===== src/rtl/alu_8b.sv =====
// rtl/alu_8b.sv - registered single-cycle integer ALU
//
// Purpose:
//   Combines operands a and b according to the 4-bit aluMode opcode and
//   registers the result on s, one clock after the operands are sampled.
//   Arithmetic wraps modulo 2^WIDTH; carry-out is not part of s.
//   Optional feature macro: ALU_FLAGS_EN adds a registered {N,Z,C,V} flags port.
//
// Ports:
//   clk      in   1      rising-edge clock
//   rst_n    in   1      synchronous active-low reset (clears s and flags)
//   s        out  WIDTH  registered result
//   a        in   WIDTH  operand A
//   b        in   WIDTH  operand B
//   aluMode  in   4      operation select
//   flags    out  4      {N,Z,C,V}, registered with s (ALU_FLAGS_EN only)

module alu_8b #(
  parameter int WIDTH = 8
) (
  input  logic             clk,
  input  logic             rst_n,
  output logic [WIDTH-1:0] s,
`ifdef ALU_FLAGS_EN
  output logic [3:0]       flags,
`endif
  input  logic [WIDTH-1:0] a,
  input  logic [WIDTH-1:0] b,
  input  logic [3:0]       aluMode
);

  localparam int SHW = (WIDTH > 1) ? $clog2(WIDTH) : 1;

  localparam logic [3:0] OP_ADD   = 4'h0;
  localparam logic [3:0] OP_SUB   = 4'h1;
  localparam logic [3:0] OP_AND   = 4'h2;
  localparam logic [3:0] OP_OR    = 4'h3;
  localparam logic [3:0] OP_XOR   = 4'h4;
  localparam logic [3:0] OP_NOR   = 4'h5;
  localparam logic [3:0] OP_NOT   = 4'h6;
  localparam logic [3:0] OP_SLL   = 4'h7;
  localparam logic [3:0] OP_SRL   = 4'h8;
  localparam logic [3:0] OP_SRA   = 4'h9;
  localparam logic [3:0] OP_ROL   = 4'hA;
  localparam logic [3:0] OP_ROR   = 4'hB;
  localparam logic [3:0] OP_SLT   = 4'hC;
  localparam logic [3:0] OP_SLTU  = 4'hD;
  localparam logic [3:0] OP_PASSA = 4'hE;
  localparam logic [3:0] OP_PASSB = 4'hF;

  // Shift/rotate amount: only the low log2(WIDTH) bits of b matter.
  logic [SHW-1:0]     w_sh;
  logic [WIDTH:0]     w_sum;
  logic [WIDTH:0]     w_diff;
  logic [2*WIDTH-1:0] w_rol_wide;
  logic [2*WIDTH-1:0] w_ror_wide;
  logic [WIDTH-1:0]   w_result;
  logic               w_c;
  logic               w_v;

  assign w_sh   = b[SHW-1:0];
  // One extra bit captures carry-out (ADD) and borrow (SUB).
  assign w_sum  = {1'b0, a} + {1'b0, b};
  assign w_diff = {1'b0, a} - {1'b0, b};
  // Rotation as a shift of a doubled operand: the wrapped bits fall into
  // the half that is kept.
  assign w_rol_wide = {a, a} << w_sh;
  assign w_ror_wide = {a, a} >> w_sh;

  always_comb begin
    w_result = '0;
    w_c      = 1'b0;
    w_v      = 1'b0;
    case (aluMode)
      OP_ADD: begin
        w_result = w_sum[WIDTH-1:0];
        w_c      = w_sum[WIDTH];
        w_v      = (a[WIDTH-1] == b[WIDTH-1]) && (w_sum[WIDTH-1] != a[WIDTH-1]);
      end
      OP_SUB: begin
        w_result = w_diff[WIDTH-1:0];
        w_c      = w_diff[WIDTH];
        w_v      = (a[WIDTH-1] != b[WIDTH-1]) && (w_diff[WIDTH-1] != a[WIDTH-1]);
      end
      OP_AND:   w_result = a & b;
      OP_OR:    w_result = a | b;
      OP_XOR:   w_result = a ^ b;
      OP_NOR:   w_result = ~(a | b);
      OP_NOT:   w_result = ~a;
      OP_SLL:   w_result = a << w_sh;
      OP_SRL:   w_result = a >> w_sh;
      OP_SRA:   w_result = $unsigned($signed(a) >>> w_sh);
      OP_ROL:   w_result = w_rol_wide[2*WIDTH-1:WIDTH];
      OP_ROR:   w_result = w_ror_wide[WIDTH-1:0];
      OP_SLT:   w_result = {{(WIDTH-1){1'b0}}, ($signed(a) < $signed(b))};
      OP_SLTU:  w_result = {{(WIDTH-1){1'b0}}, (a < b)};
      OP_PASSA: w_result = a;
      OP_PASSB: w_result = b;
      default:  w_result = '0;
    endcase
  end

  logic [WIDTH-1:0] r_s;

  always_ff @(posedge clk) begin
    if (!rst_n) begin
      r_s <= '0;
    end else begin
      r_s <= w_result;
    end
  end

  assign s = r_s;

`ifdef ALU_FLAGS_EN
  logic [3:0] r_flags;

  always_ff @(posedge clk) begin
    if (!rst_n) begin
      r_flags <= 4'h0;
    end else begin
      r_flags <= {w_result[WIDTH-1], (w_result == '0), w_c, w_v};
    end
  end

  assign flags = r_flags;
`else
  // Carry/overflow only feed the flags register; keep them referenced.
  logic w_unused;
  assign w_unused = w_c ^ w_v;
`endif

endmodule


===== config.mk =====
export PLATFORM = sky130hd
export DESIGN_NAME = alu_8b
export DESIGN_NICKNAME = d
export VERILOG_FILES = /design/src/rtl/alu_8b.sv
export SDC_FILE = /design/constraint.sdc
export NUM_CORES = 1
export LEC_CHECK = 0
export CAP_MARGIN = 20
export CORE_MARGIN = 2
export CORE_UTILIZATION = 40
export DETAILED_ROUTE_END_ITERATION = 6
export DONT_BUFFER_PORTS = 1
export PLACE_DENSITY = 0.63
export SYNTH_ARGS = -nofsm -noshare
export SYNTH_HDL_FRONTEND = slang
export SYNTH_SLANG_ARGS = --single-unit

===== constraint.sdc =====
create_clock -name clk -period 6.56 [get_ports clk]
set_clock_uncertainty 0.1 [all_clocks]
set_input_delay 1.312 -clock clk [delete_from_list [all_inputs] [get_ports clk]]
set_output_delay 1.312 -clock clk [all_outputs]
set_load 0.01 [all_outputs]

==> metrics.txt <==
status complete, but fails checks; violated checks DRC; Hold Fails Final Rpt 0; initial antenna violation count 0; number of DRC markers in iteration 0 413; Worst VDD drop approximately 0.043 mV; Worst Max-Slew Pin Slew about 0.79 ns; num rows 30; area used by multi-input combinational logic roughly 2300 µm²; die height just under 90 µm; Post-Layout Cell Count 428; Post-CTS Resized 0; sequential-to-total area share from yosys stat under 10%; syn_nets roughly 420; crit path kind input port to flop; Initial Utilization about two fifths; mux cell area share after synthesis between 10% and 20%; Compound-Gate Fraction of Synth Area ~32%; routed vias around 2.9k; fin crit share 49.3%; Tmin final 3.23 ns; CP arrival 3.24 ns; clk sinks 8; Hold Buf Count CTS 0; Synth Area in Adders between 10% and 20%; GR Util All Layers 24.1%; Diodes inserted 0; most frequent cells in the layout nor2_1, inv_1, ha_1; largest family of logic cells by synthesized area compound AO/OA/AOI/OAI gates; CP max stage delay around 0.53 ns; share of post-route cells with drive strength above 1 under 10%; I/O pin count 30; Synth Area in XOR/XNOR between 2 and 3%; flip-flop and latch area 160 µm²; most common library cell in the layout ignoring fill and taps nor2_1; Simple-Gate Fraction of Synth Area a little under a quarter; largest net degree at the start of global routing 49; Detailed Route WL approximately 9000 µm; Worst setup SP type input port; max FFs per register 8; detailed placer's ending HPWL roughly 6700 µm; DRC Markers 2; Data required, critical path ~6.6 ns; Worst Hold Class input port to flop; crit path capture type flop; # port buffers 0; first-pass GRT wire length ~14000 µm; RD Place Congestion 0.946; H-tree depth 1; Post-synth EDFFs 0; Cell variety after synth a little under 80; syn_area_per_cell 7.35 µm²; fraction of registers with async set/reset 0%; clock root buffer clkbuf_8; CTS Buf Count 3; CP top delay family compound AO/OA/AOI/OAI gates; # setup viols final 0; Rel. slew slack between 40% and 50%; grt ovf 0; LEAKAGE around 0.0010 µW; critical path's slowest cell ha_1; maximum root-to-sink buffer count 2; Clk network pwr share between 20% and 30%; post-synthesis cell count 373; top cell type's share of synthesized area a little under an eighth; Nets around 400; MaxCap Viol Count 0; Yosys reg bits 8; Final Max Tran Viols 0; post-CTS setup repair buffer count 0; Fin Hold WS between 1 and 1.5 ns; Die Area 7530 µm²; Post-Synthesis Cell Area between 2000 and 3000 µm²; area grow syn2layout -2.15%; Clock transition at path regs 0.05 ns; Critical Path, Cell by Cell clkinv_1 -> ha_1 -> o21bai_2 -> a21oi_2 -> or4_1 -> a21oi_1 -> or3_1 -> o41a_1; NetSw 112 µW; filler instances between 600 and 700; Vias/cell ~6.7; core box area ~6700 µm²; DP Cell Count about 430; Area contributors post-synth ha_1, mux2i_1, dfxtp_1; Die X 86.8 µm; Reg power frac 21.5%; first drt pass iteration count 7; Pwr Density slightly above 100 nW/µm²; top_reg_cell synth dfxtp_1; Int Power 162 µW; Final ANT Viol Nets 0; worst path buffer plus inverter count 1; vias in the first global route roughly 2.6k; Logic pwr share 55.6%; WL/cell 21.0 µm; unrepaired setup endpoints after global routing false; sw frac around 41%; setup_tns 0 ns; Yosys top cell by area ha_1; Yosys warnings 0; Worst Path Max Fanout 20; Fmax ~0.31 GHz; CTS tree done; fin util 39.9%
worst paths after layout:
check | to | start | slack, ns | depth (start not counted)
min | s[1] | rst_n | 1.10 | 2
max | s[6] | b[2] | 3.33 | 8
power by group through the flow:
stage	Combinational [µW]	Clock, µW	Sequential, µW
finish	152	62.5	58.9
floorplan	143	0	58.9
global route	167	65.3	59.5
global placement	149	0	59.8
CTS	149	62.0	59.0
detailed placement	148	0	59.8
cells in the mapped netlist (4+ instances only):
library cell,n
buf_4,4
dfxtp_1,8
o211ai_1,5
o21ai_1,5
buf_6,7
nor2b_1,6
o22ai_1,5
a21oi_1,24
a22oi_1,9
nor3_1,11
buf_2,12
nor2_1,29
mux2i_1,17
a211oi_1,8
ha_1,25
inv_1,27
xnor2_1,6
o21ai_0,23
a31oi_1,5
nor4_1,4
nand2b_1,8
or3_1,4
nand2_1,23
and3_1,4
nand3_1,8
through the flow:
stage / area (µm²) / power [µW] / setup WS, ns
after floorplan: 2740 / 202 / 3.13
after global placement: 2640 / 208 / 3.15
after detailed placement: 2640 / 208 / 3.10
after CTS: 2680 / 270 / 3.34
after global routing: 2680 / 292 / 3.16
final: 2680 / 274 / 3.33
cell type report:
cell class	instances	share of cell area, %
clock buffer	3	1.54
multi-input combinational	308	84.7
inverter	29	4.06
tap	80	3.73
sequential	8	5.97
logic make-up after synthesis:
| logic type | Yosys count |
|---|---|
| mux | 25 |
| simple gates | 119 |
| fa+ha+maj | 28 |
| compound gates | 127 |
| flops | 8 |
| buf+inv | 57 |
| xor+xnor | 9 |
routing by layer:
| layer | GRT usage, % | vias up | wire length [µm] |
|---|---|---|---|
| li1 | - | 1355 | - |
| met1 | 33.2 | 1356 | 3860 |
| met2 | 38.7 | 148 | 4180 |
| met3 | 3.90 | 20 | 710 |
| met4 | 7.24 | 0 | 226 |
| met5 | 0 | - | 0 |
Power figures use the tool's default switching activity.
